### config.mk
export PLATFORM = sky130hd
export DESIGN_NAME = sparse_coo_loader
export DESIGN_NICKNAME = d
export VERILOG_FILES = /design/src/rtl/sparse_mm_pkg.sv /design/src/rtl/coo_dense_bank.sv /design/src/rtl/sparse_coo_loader.sv
export SDC_FILE = /design/constraint.sdc
export NUM_CORES = 1
export LEC_CHECK = 0
export ABC_AREA = 1
export BUFFER_PORTS_ARGS = -buffer_cell sky130_fd_sc_hd__buf_2
export CAP_MARGIN = 25
export CORE_AREA = 2 2 109 111
export CTS_BUF_LIST = sky130_fd_sc_hd__clkbuf_4 sky130_fd_sc_hd__clkbuf_8
export CTS_CLUSTER_DIAMETER = 40
export DETAILED_ROUTE_END_ITERATION = 8
export DIE_AREA = 0 0 111 113
export HOLD_SLACK_MARGIN = 0.1
export PLACE_DENSITY = 0.8
export SKIP_LAST_GASP = 1
export SYNTH_ARGS = -nofsm -noshare
export SYNTH_HDL_FRONTEND = slang
export SYNTH_SLANG_ARGS = --single-unit
### constraint.sdc
create_clock -name clk -period 3.6 [get_ports clk]
set_input_delay 1.08 -clock clk [delete_from_list [all_inputs] [get_ports clk]]
set_output_delay 1.08 -clock clk [all_outputs]
set_load 0.02 [all_outputs]
### src/rtl/sparse_mm_pkg.sv
// Shared definitions for the sparse outer-product datapath: default sizes,
// loader FSM states, matrix-select codes and the flat-matrix element offset.
package sparse_mm_pkg;

    localparam int N     = 3;
    localparam int W     = 8;
    localparam int IDX_W = 2;
    localparam int CNT_W = 4;

    localparam logic SEL_A = 1'b0;
    localparam logic SEL_B = 1'b1;

    typedef enum logic [1:0] {
        CLEAR,
        LOAD,
        DONE
    } loader_state_t;

    // LSB of element [i][j] in a row-major flat NxN matrix of W-bit elements.
    function automatic int unsigned elem_lsb(input int unsigned i, input int unsigned j);
        return (i * N + j) * W;
    endfunction

endpackage

### src/rtl/coo_dense_bank.sv
// One dense NxN matrix register bank filled from COO writes, with nonzero counter.
// SPARSE_COO_ACCUM_EN: writes accumulate with W-bit saturation instead of overwriting.
module coo_dense_bank #(
    parameter int N     = sparse_mm_pkg::N,
    parameter int W     = sparse_mm_pkg::W,
    parameter int IDX_W = sparse_mm_pkg::IDX_W,
    parameter int CNT_W = sparse_mm_pkg::CNT_W
) (
    input  logic               clk,
    input  logic               clear,
    input  logic               wr_en,
    input  logic [IDX_W-1:0]   row,
    input  logic [IDX_W-1:0]   col,
    input  logic [W-1:0]       val,
    output logic [N*N*W-1:0]   mat,
    output logic [CNT_W-1:0]   nnz
);

    localparam int unsigned DEPTH = N * N;
    localparam int          AW    = (DEPTH > 1) ? $clog2(DEPTH) : 1;

    logic [W-1:0]  mem [DEPTH];
    logic [AW-1:0] addr;
    logic [W-1:0]  wdata;

    // Caller guarantees row < N and col < N whenever wr_en is high.
    assign addr = AW'(int'(row) * N + int'(col));

`ifdef SPARSE_COO_ACCUM_EN
    logic [W:0] sum;
    assign sum   = {1'b0, mem[addr]} + {1'b0, val};
    assign wdata = sum[W] ? '1 : sum[W-1:0];
`else
    assign wdata = val;
`endif

    always_ff @(posedge clk) begin
        if (clear) begin
            for (int unsigned k = 0; k < DEPTH; k++) begin
                mem[k] <= '0;
            end
            nnz <= '0;
        end else if (wr_en) begin
            mem[addr] <= wdata;
            if (nnz != '1) begin
                nnz <= nnz + 1'b1;
            end
        end
    end

    always_comb begin
        mat = '0;
        for (int unsigned k = 0; k < DEPTH; k++) begin
            mat[k*W +: W] = mem[k];
        end
    end

endmodule

### src/rtl/sparse_coo_loader.sv
// Expands a shared COO entry stream into dense A/B operand matrices and hands
// them downstream with valid/ready. SPARSE_COO_ACCUM_EN selects accumulate writes.
module sparse_coo_loader #(
    parameter int N     = sparse_mm_pkg::N,
    parameter int W     = sparse_mm_pkg::W,
    parameter int IDX_W = sparse_mm_pkg::IDX_W,
    parameter int CNT_W = sparse_mm_pkg::CNT_W
) (
    input  logic               clk,
    input  logic               rst,
    input  logic               s_valid,
    output logic               s_ready,
    input  logic               s_sel,
    input  logic [IDX_W-1:0]   s_row,
    input  logic [IDX_W-1:0]   s_col,
    input  logic [W-1:0]       s_val,
    input  logic               s_last,
    output logic               m_valid,
    input  logic               m_ready,
    output logic [N*N*W-1:0]   m_a,
    output logic [N*N*W-1:0]   m_b,
    output logic [CNT_W-1:0]   nnz_a,
    output logic [CNT_W-1:0]   nnz_b,
    output logic               idx_err
);

    import sparse_mm_pkg::*;

    loader_state_t state, state_next;

    logic accept;
    logic in_range;
    logic done_hs;
    logic clear;
    logic wr_a;
    logic wr_b;

    // Handshake outputs decode the state register directly, so both are registered.
    assign s_ready  = (state == LOAD);
    assign m_valid  = (state == DONE);
    assign accept   = s_valid && s_ready;
    assign done_hs  = m_valid && m_ready;
    assign in_range = ({1'b0, s_row} < (IDX_W+1)'(N)) && ({1'b0, s_col} < (IDX_W+1)'(N));

    // Zeroing happens on the edge that enters CLEAR, so outputs already read zero in CLEAR.
    assign clear = rst || done_hs || (state == CLEAR);
    assign wr_a  = accept && in_range && (s_sel == SEL_A);
    assign wr_b  = accept && in_range && (s_sel == SEL_B);

    always_ff @(posedge clk) begin
        if (rst) begin
            state <= CLEAR;
        end else begin
            state <= state_next;
        end
    end

    always_comb begin
        state_next = state;
        case (state)
            CLEAR: state_next = LOAD;
            LOAD:  if (accept && s_last) state_next = DONE;
            DONE:  if (done_hs) state_next = CLEAR;
            default: state_next = CLEAR;
        endcase
    end

    always_ff @(posedge clk) begin
        if (clear) begin
            idx_err <= 1'b0;
        end else if (accept && !in_range) begin
            idx_err <= 1'b1;
        end
    end

    coo_dense_bank #(
        .N     (N),
        .W     (W),
        .IDX_W (IDX_W),
        .CNT_W (CNT_W)
    ) bank_a (
        .clk   (clk),
        .clear (clear),
        .wr_en (wr_a),
        .row   (s_row),
        .col   (s_col),
        .val   (s_val),
        .mat   (m_a),
        .nnz   (nnz_a)
    );

    coo_dense_bank #(
        .N     (N),
        .W     (W),
        .IDX_W (IDX_W),
        .CNT_W (CNT_W)
    ) bank_b (
        .clk   (clk),
        .clear (clear),
        .wr_en (wr_b),
        .row   (s_row),
        .col   (s_col),
        .val   (s_val),
        .mat   (m_b),
        .nnz   (nnz_b)
    );

endmodule

==> results of run 1 <==
## synth_stat cells
| master | count |
|---|---|
| inv_1 | 25 |
| nand2_2 | 19 |
| nand4_1 | 4 |
| nor2_1 | 163 |
| a21oi_1 | 4 |
| o21ai_0 | 1 |
| dfxtp_1 | 11 |
| nor2_4 | 2 |
| nand2_1 | 45 |
| fa_1 | 2 |
| buf_2 | 3 |
| clkbuf_1 | 8 |
| nand3_1 | 10 |
| clkinv_1 | 8 |
| edfxtp_1 | 144 |
| ha_1 | 5 |
| nor3_1 | 7 |
## layer usage
metal  vias up  wire (microns)  global-route usage, %
met5         -               0                      0
met4         0             293                  8.000
li1       1964               -                      -
met2       219            7026                  37.51
met1      2000            5469                  28.23
met3        24            1253                  6.749
## worst min-delay path, cell delays in order (launching register included)
cell and delay [ps]:
dfxtp_1 350, a21oi_1 50, nor2_1 70
## final timing paths
kind	start	to	slack [ps]
hold / removal	idx_err	idx_err	500
hold reg to reg	idx_err	idx_err	500
setup reg to reg	state[1]	bank_b.mem[2][1]	1410
setup / recovery	s_row[0]	bank_b.mem[6][6]	340
## registers in the layout, summed over array words and instances (netlist names)
signal      flops
idx_err         1
bank_a.nnz      4
bank_a.mem     72
state           2
bank_b.mem     72
bank_b.nnz      4
## final cells by class
class	count	area (sq um)	area share, %
Sequential cell	155	4544	60.27
Clock inverter	13	142.6	1.892
Multi-Input combinational cell	262	1160	15.38
Tap cell	143	178.9	2.373
Timing Repair Buffer	206	1141	15.13
Inverter	33	123.9	1.643
Clock buffer	19	249.0	3.302
## stage by stage
step | TNS (ps) | instance area [sq um] | power [W] | utilization, %
floorplan | 0 | 5873 | 0.002350 | -
global placement | -136.1 | 7148 | 0.002519 | 63.41
detailed placement | -1753 | 7148 | 0.002526 | 63.41
CTS | 0 | 7540 | 0.003779 | 66.89
global route | 0 | 7540 | 0.003887 | 66.89
finish | 0 | 7540 | 0.003764 | 66.89
## cell families (layout without fill, tap and decap cells)
| logic type | Yosys count | in the layout |
|---|---|---|
| fa+ha+maj | 7 | 7 |
| compound gates | 5 | 5 |
| flops | 155 | 155 |
| buf+inv | 44 | 271 |
| simple gates | 250 | 250 |
## power by group
group	internal (W)	leakage (nW)	total (W)	switching, W
Combinational	0.000108	1.70	0.000401	0.000293
Sequential	0.00206	1.71	0.00208	0.0000287
Clock	0.000638	0.193	0.00128	0.000640
Total	0.00280	3.60	0.00376	0.000961
==> flow_summary.toml, run 1 <==
[routing]
drt_pass1_iterations = 5
via_per_inst = 5.063
drt_iter0_markers = 273
dr_total_vias = 4207
drc = 0
wl_per_cell_microns = 16.90
drt_wl_total_microns = 14040
ant_nets = 0

[logic_synthesis]
synth_compound_area_share_pct = 0.4261
synth_largest_area_cell = "edfxtp_1"
yosys.area_share.simple_pct = 17.58
netlist_top_cells_area = "edfxtp_1, nor2_1, dfxtp_1"
syn_area_per_cell_sq_um = 12.74
synth_adder_area_share_pct = 1.747
synth_mux_area_share_pct = 0
synth_xor_area_share_pct = 0
syn_nets = 486
synth_top_family_by_area = "simple AND/OR/NAND/NOR gates"
synth_seq_cells = 155
syn_inst = 461
seq_area_frac_synth_pct = 77.38
netlist_area_sq_um = 5873
yosys.area.top_type_share_pct = 73.63
synth_warnings = 0
synth_cell_types = 17

[global_route]
antenna_found_initial = 0
grt_usage_pct = 22.45
gr-total-overflow = 0
grt_pass1_vias = 3985
grt_max_degree = 19
grt_pass1_wl_microns = 21080

[worst_setup_path]
cp-end-kind = "flop"
critPathMaxFanout = 8
path_class = "in2reg"
crit_family = "adder cells"
cp.buffers_inverters = 4
critical_path.cell_chain = "buf_2 -> fa_1 -> ha_1 -> inv_1 -> fa_1 -> inv_1 -> nand2_1 -> nor3_1 -> buf_4 -> nand2_2 -> nand2_1"
cp_num_cells = 11
cp_slowest_stage_delay_ps = 550
ff2ff_path_depth = 7
crit_slowest_cell = "fa_1"
critPathRequiredTime_ps = 3700
critPathArrivalTime_ps = 3370
startpoint_type = "input port"

[cts]
h-tree-depth = 4
cts_tree = "built"
clock_sinks = 155
root_buffer = "clkbuf_8"
cts_setup_buffers = 0
cts_inserted_buffers = 17
cts_resized = 0
clk_path_buf_depth = 2
hold_buffers = 0
worstSkewPairLatency_ps = 430
clk_pin_slew_worst_paths_ps = 80

[finish]
instances_no_fill = 831
mostFrequentLayoutCell = "buf_2"
drive_gt1_share_pct = 37.50
areaGrowthSynthToFinish_pct = 28.38
nNetsFinal = 700
antenna_cells = 0
fillers = 840
final_cell_mix = "buf_2, nor2_1, edfxtp_1"

[sta]
setup_viol_count_final = 0
timing.hold.ws_ps = 499.0
fin_skew_ps = 7.590
rsz0062_at_grt = "false"
finalWorstSetupSlack_ps = 336.9
final_max_slew_viol_count = 0
fin_crit_ps = 3263
worstMarginPinSlew_ps = 838.6
fmax_mhz = 306.5
min_period_over_period_pct = 90.64
maxSlewHeadroom_pct = 43.75
finalHoldViolations = 0

[floorplanning]
coreArea_sq_um = 11270
die_h_microns = 113
die_w_microns = 111
die_area_sq_um = 12540
start_util_pct = 52.10
placementRows = 39
pin_count = 173

[power_and_ir_drop]
ir_drop_v = 0.0002528
p_leak_nw = 3.600
power_density_nw_per_um2 = 499.2

[placement]
dp_hpwl_microns = 9790
port_buffers = 172
place_inst = 799
gp_congestion = 0.8304
pre_cts_slack_ps = -64.42

[run]
maxCapViolCount = 0

[min_path]
hold_path_depth = 2
hp-class = "reg2reg"

[status]
status = "complete, no violations"
No activity file was read; power rests on OpenSTA's default activity.
==> run 2: changes to the inputs <==
--- a/config.mk
+++ b/config.mk
@@ -8,13 +8,12 @@
 export ABC_AREA = 1
 export BUFFER_PORTS_ARGS = -buffer_cell sky130_fd_sc_hd__buf_2
 export CAP_MARGIN = 25
-export CORE_AREA = 2 2 109 111
-export CTS_BUF_LIST = sky130_fd_sc_hd__clkbuf_4 sky130_fd_sc_hd__clkbuf_8
+export CORE_AREA = 2 2 111 113
 export CTS_CLUSTER_DIAMETER = 40
 export DETAILED_ROUTE_END_ITERATION = 8
-export DIE_AREA = 0 0 111 113
+export DIE_AREA = 0 0 113 115
 export HOLD_SLACK_MARGIN = 0.1
-export PLACE_DENSITY = 0.8
+export PLACE_DENSITY = 0.77
 export SKIP_LAST_GASP = 1
 export SYNTH_ARGS = -nofsm -noshare
 export SYNTH_HDL_FRONTEND = slang
==> run 2 against run 1 <==
The run now ends with design-rule violations left. Wire length rose by 2.8%. Via count rose by 1.5%. Total power rose by 12%. Utilization fell by 1.4 points. Critical path type unchanged. Highest routed layer unchanged.
==> flow_summary.toml, run 2 (synthesis gave the netlist of run 1 again) <==
[placement]
dpl_cell_area_sq_um = 7158
port_buffers = 172
pre_cts_slack_ps = -99.86
dp_hpwl_microns = 9983
gp_congestion = 0.7857

[floorplanning]
start_util_pct = 49.72
coreArea_sq_um = 11810
die_h_microns = 115
die_w_microns = 113
placementRows = 40
die_area_sq_um = 13000
pin_count = 173

[finish]
fillers = 919
nNetsFinal = 699
areaGrowthSynthToFinish_pct = 31.61
seqCellArea_sq_um = 4544
finish.instance_area_sq_um = 7730
final_cell_mix = "buf_2, nor2_1, edfxtp_1"
top_regs = "bank_a.mem x72, bank_b.mem x72"
antenna_cells = 0
mostFrequentLayoutCell = "buf_2"
multi_input_area_sq_um = 1160
drive_gt1_share_pct = 37.17
fin_util_pct = 65.44

[routing]
drt_wl_total_microns = 14430
drt_iter0_markers = 432
ant_nets = 0
drt_pass1_iterations = 7
drc = 17
via_per_inst = 5.127
dr_total_vias = 4271
wl_per_cell_microns = 17.32

[sta]
maxSlewHeadroom_pct = 45.04
finalHoldViolations = 0
fin_skew_ps = 5.287
worstMarginPinSlew_ps = 819.3
timing.hold.ws_ps = 481.0
fmax_mhz = 305.6
rsz0062_at_grt = "false"
final_max_slew_viol_count = 0
finalWorstSetupSlack_ps = 327.5
fin_crit_ps = 3272
min_period_over_period_pct = 90.90
setup_viol_count_final = 0

[cts]
hold_buffers = 0
cts_resized = 0
cts_inserted_buffers = 17
clk_path_buf_depth = 2
cts_setup_buffers = 0
root_buffer = "clkbuf_16"
h-tree-depth = 4
clk_pin_slew_worst_paths_ps = 60
cts_tree = "built"
clock_sinks = 155
worstSkewPairLatency_ps = 410

[global_route]
grt_max_degree = 19
grt_pass1_wl_microns = 21680
grt_usage_pct = 22.49
antenna_found_initial = 0
gr-total-overflow = 0
grt_pass1_vias = 4123

[status]
violations = "design-rule violations"
status = "complete, but fails checks"

[worst_setup_path]
ff2ff_path_depth = 7
cp_slowest_stage_delay_ps = 550
reg2reg_from = "state[1]"
cp_num_cells = 11
path_class = "in2reg"
r2r-end = "bank_b.mem[1][2]"
crit_slowest_cell = "fa_1"
critical_path.cell_chain = "buf_2 -> fa_1 -> ha_1 -> inv_1 -> fa_1 -> inv_1 -> nand2_1 -> nor3_1 -> buf_4 -> nand2_2 -> nand2_1"
critPathMaxFanout = 8
critPathRequiredTime_ps = 3680
r2r_setup_slack_ps = 1440
critPathLaunch = "s_row[0]"
cp-endpoint = "bank_a.mem[5][3]"
cp.buffers_inverters = 4
startpoint_type = "input port"
crit_family = "adder cells"
cp-end-kind = "flop"
critPathArrivalTime_ps = 3360

[min_path]
hp-class = "reg2reg"

[power_and_ir_drop]
ir_drop_v = 0.0003101
p_leak_nw = 3.678
p_total_w = 0.004215
power_density_nw_per_um2 = 545.3

[run]
maxCapViolCount = 0
-- run 2: cell types whose count changed in the layout (fill, tap and decap cells not counted), moves of 2 or more --
cell and change:
clkbuf_8 -17, clkbuf_16 +17, clkbuf_4 -2, buf_4 -2
clkbuf_1 +2
-- run 2: final cells by class --
cell class,instances,share of cell area [%]
clock inverters,12,1.797
well taps,147,2.379
multi-input cells,262,15.00
inverters,33,1.602
flip-flops and latches,155,58.79
repair buffers,205,14.83
clock buffers,19,5.601
-- run 2: worst min path at each step --
stage          startpoint        to  depth (start not counted)
2_1_floorplan    state[1]  state[0]                          3
3_3_place_gp      idx_err   idx_err                          2
3_5_place_dp      idx_err   idx_err                          2
4_1_cts           idx_err   idx_err                          2
5_1_grt           idx_err   idx_err                          2
6_report          idx_err   idx_err                          2
-- run 2: routing by layer --
layer	GRT usage [%]	up-vias	wire (microns)
li1	-	1973	-
met1	28.86	2052	5661
met2	37.33	221	7218
met3	6.115	25	1254
met4	8.049	0	295
met5	0	-	0
-- run 2: worst register-to-register path, cell delays in order, from the launching register on --
cell,delay [ps]
dfxtp_1,310
inv_1,110
nand3_1,100
nor2_1,390
nand2_1,170
nor2_4,340
nand2_2,120
nand2_1,290
-- run 2: per-stage QoR --
stage,TNS (ps),std cells
final,0,833
after global placement,-1311,802
after floorplan,0,461
after global routing,0,833
after CTS,0,833
after detailed placement,-1996,802
-- run 2: where the power goes --
part	internal, W	leakage (nW)	switching [W]	total (W)
clock network	0.00103	0.272	0.000697	0.00172
registers	0.00206	1.71	0.0000309	0.00209
logic	0.000109	1.70	0.000293	0.000402
==> run 3: changes to the inputs <==
--- a/config.mk
+++ b/config.mk
@@ -5,15 +5,15 @@
 export SDC_FILE = /design/constraint.sdc
 export NUM_CORES = 1
 export LEC_CHECK = 0
-export ABC_AREA = 1
 export BUFFER_PORTS_ARGS = -buffer_cell sky130_fd_sc_hd__buf_2
 export CAP_MARGIN = 25
-export CORE_AREA = 2 2 111 113
+export CORE_AREA = 2 2 109 111
+export CTS_BUF_LIST = sky130_fd_sc_hd__clkbuf_8
 export CTS_CLUSTER_DIAMETER = 40
 export DETAILED_ROUTE_END_ITERATION = 8
-export DIE_AREA = 0 0 113 115
+export DIE_AREA = 0 0 111 113
 export HOLD_SLACK_MARGIN = 0.1
-export PLACE_DENSITY = 0.77
+export PLACE_DENSITY = 0.81
 export SKIP_LAST_GASP = 1
 export SYNTH_ARGS = -nofsm -noshare
 export SYNTH_HDL_FRONTEND = slang
==> run 3 against run 2 <==
The flow now finishes without violations. Design area shrank 1.7%. Clock-buffer cell count decreased by 2. Clock power down 17%.
==> flow_summary.toml, run 3 <==
[routing]
wl_per_cell_microns = 18.48
ant_nets = 0
drt_pass1_iterations = 5
drt_wl_total_microns = 14690
dr.max_layer_used = "met4"
route.met2.wl_microns = 7472
met3_length_microns = 1211
drt-met1-wl_microns = 5683
via_per_inst = 5.366
drt_iter0_markers = 297
drc = 0
dr_total_vias = 4266

[cts]
clk_pin_slew_worst_paths_ps = 80
cts_setup_buffers = 0
cts_inserted_buffers = 17
cts_tree = "built"
root_buffer = "clkbuf_8"
clk_path_buf_depth = 2
clock_sinks = 155
worstSkewPairLatency_ps = 430
h-tree-depth = 4
hold_buffers = 0
cts_resized = 0

[logic_synthesis]
synth_commonest_cells = "edfxtp_1, nor2_1, o21ai_0"
synth_edf_count = 144
netlist_area_sq_um = 5992
seq_area_frac_synth_pct = 75.84
syn_area_per_cell_sq_um = 13.50
netlist_top_cells_area = "edfxtp_1, nor2_1, dfxtp_1"
syn_nets = 469
synth_seq_cells = 155
yosysMostFrequentCell = "edfxtp_1"
synth_warnings = 0
synth_ff_type = "edfxtp_1"
synth_largest_area_cell = "edfxtp_1"
yosys.area.top_type_share_pct = 72.17
synthArstFlopShare_pct = 0
synth_cell_types = 35
syn_inst = 444

[worst_setup_path]
path_class = "in2reg"
r2r_setup_slack_ps = 1570
cpMostUsedCell = "fa_1"
ff2ff_path_depth = 4
cp_slowest_stage_delay_ps = 570
r2r-end = "bank_a.mem[0][6]"
critPathArrivalTime_ps = 3650
critPathMaxFanout = 16
critical_path.cell_chain = "buf_2 -> fa_1 -> ha_1 -> inv_1 -> fa_1 -> and2b_1 -> nand3_1 -> or4_1 -> buf_4 -> nor2_1"
critPathLaunch = "s_row[0]"
startpoint_type = "input port"
critPathRequiredTime_ps = 3870
cp-end-kind = "flop"
reg2reg_from = "state[0]"
cp.buffers_inverters = 3
crit_family = "adder cells"
crit_slowest_cell = "fa_1"

[min_path]
holdPathEnd = "idx_err"
hp-start = "idx_err"
hp-class = "reg2reg"
hold_path_depth = 2

[placement]
dp_hpwl_microns = 10590
port_buffers = 172
gp_congestion = 0.7855

[finish]
nNetsFinal = 665
fin_util_pct = 67.38
drive_gt1_share_pct = 39.57
antenna_cells = 0
final_cell_mix = "buf_2, edfxtp_1, nor2_1"
top_regs = "bank_a.mem x72, bank_b.mem x72"
fillers = 843
mostFrequentLayoutCell = "buf_2"
multi_input_area_sq_um = 1275
seqCellArea_sq_um = 4544
areaGrowthSynthToFinish_pct = 26.75

[run]
maxCapViolCount = 0

[power_and_ir_drop]
ir_drop_v = 0.0002779
power_density_nw_per_um2 = 519.2
p_leak_nw = 3.315
p_total_w = 0.003943

[status]
status = "complete, no violations"

[global_route]
grt_pass1_wl_microns = 22020
gr-total-overflow = 0
antenna_found_initial = 0
grt_max_degree = 24
grt_usage_pct = 23.32
grt_pass1_vias = 4166

[sta]
fin_skew_ps = 10.26
rsz0062_at_grt = "false"
worstMarginPinSlew_ps = 648.3
final_max_slew_viol_count = 0
fmax_mhz = 296.4
min_period_over_period_pct = 93.73
fin_crit_ps = 3374
finalHoldViolations = 0
maxSlewHeadroom_pct = 56.78
setup_viol_count_final = 0

[floorplanning]
pin_count = 173
coreArea_sq_um = 11270
placementRows = 39
die_w_microns = 111
start_util_pct = 53.16
die_area_sq_um = 12540
die_h_microns = 113
run 3: worst min-delay path: cells and delay by family (launching register included):
family / cells / cell delay [ps]
flip-flops: 1 / 340
AND/OR/NAND/NOR: 1 / 70
AO/OA/AOI/OAI: 1 / 40
run 3: worst max path at each step:
stage | to | slack, ps | cells past startpoint
floorplan | bank_b.mem[2][0] | -60 | 7
global placement | bank_a.mem[2][2] | -100 | 10
detailed placement | bank_a.mem[2][5] | -220 | 10
CTS | bank_a.mem[2][5] | 250 | 10
global route | bank_a.mem[2][5] | 130 | 10
finish | bank_a.mem[2][5] | 230 | 10
run 3: logic make-up after synthesis:
logic type	share of synthesized area [%]
and+or+nand+nor	15.93
DFF	75.84
buffers and inverters	2.882
AOI/OAI and AO/OA	3.341
adders and majority gates	1.712
xor gates and xnor gates	0.2924
run 3: cell type report:
type | instances | area share [%]
multi-input combinational | 253 | 16.79
clock buffer | 17 | 3.081
sequential | 155 | 59.84
inverter | 6 | 0.2965
clock inverter | 14 | 2.685
timing repair buffer | 207 | 14.96
tap | 143 | 2.356
run 3: per-stage QoR:
| step | worst slack [ps] | std cells | area [sq um] | hold WS [ps] | setup TNS (ps) |
|---|---|---|---|---|---|
| 2_1_floorplan | -62.51 | 444 | 6005 | 451.0 | -1367 |
| 3_3_place_gp | -104.0 | 764 | 7157 | 448.8 | -1534 |
| 3_5_place_dp | -216.5 | 764 | 7157 | 458.7 | -3031 |
| 4_1_cts | 254.6 | 795 | 7595 | 479.8 | 0 |
| 5_1_grt | 128.8 | 795 | 7595 | 513.8 | 0 |
| 6_report | 225.8 | 795 | 7595 | 476.8 | 0 |
run 3: metal layers:
metal	up-vias	track usage, %
li1	1939	-
met1	2097	29.12
met2	208	38.73
met3	22	6.481
met4	0	9.917
met5	-	0
run 3: power by group:
group / leakage [nW] / internal, W / switching [W]
clock network: 0.226 / 0.000814 / 0.000616
registers: 1.71 / 0.00206 / 0.0000299
logic: 1.38 / 0.000123 / 0.000302
total: 3.32 / 0.00300 / 0.000948
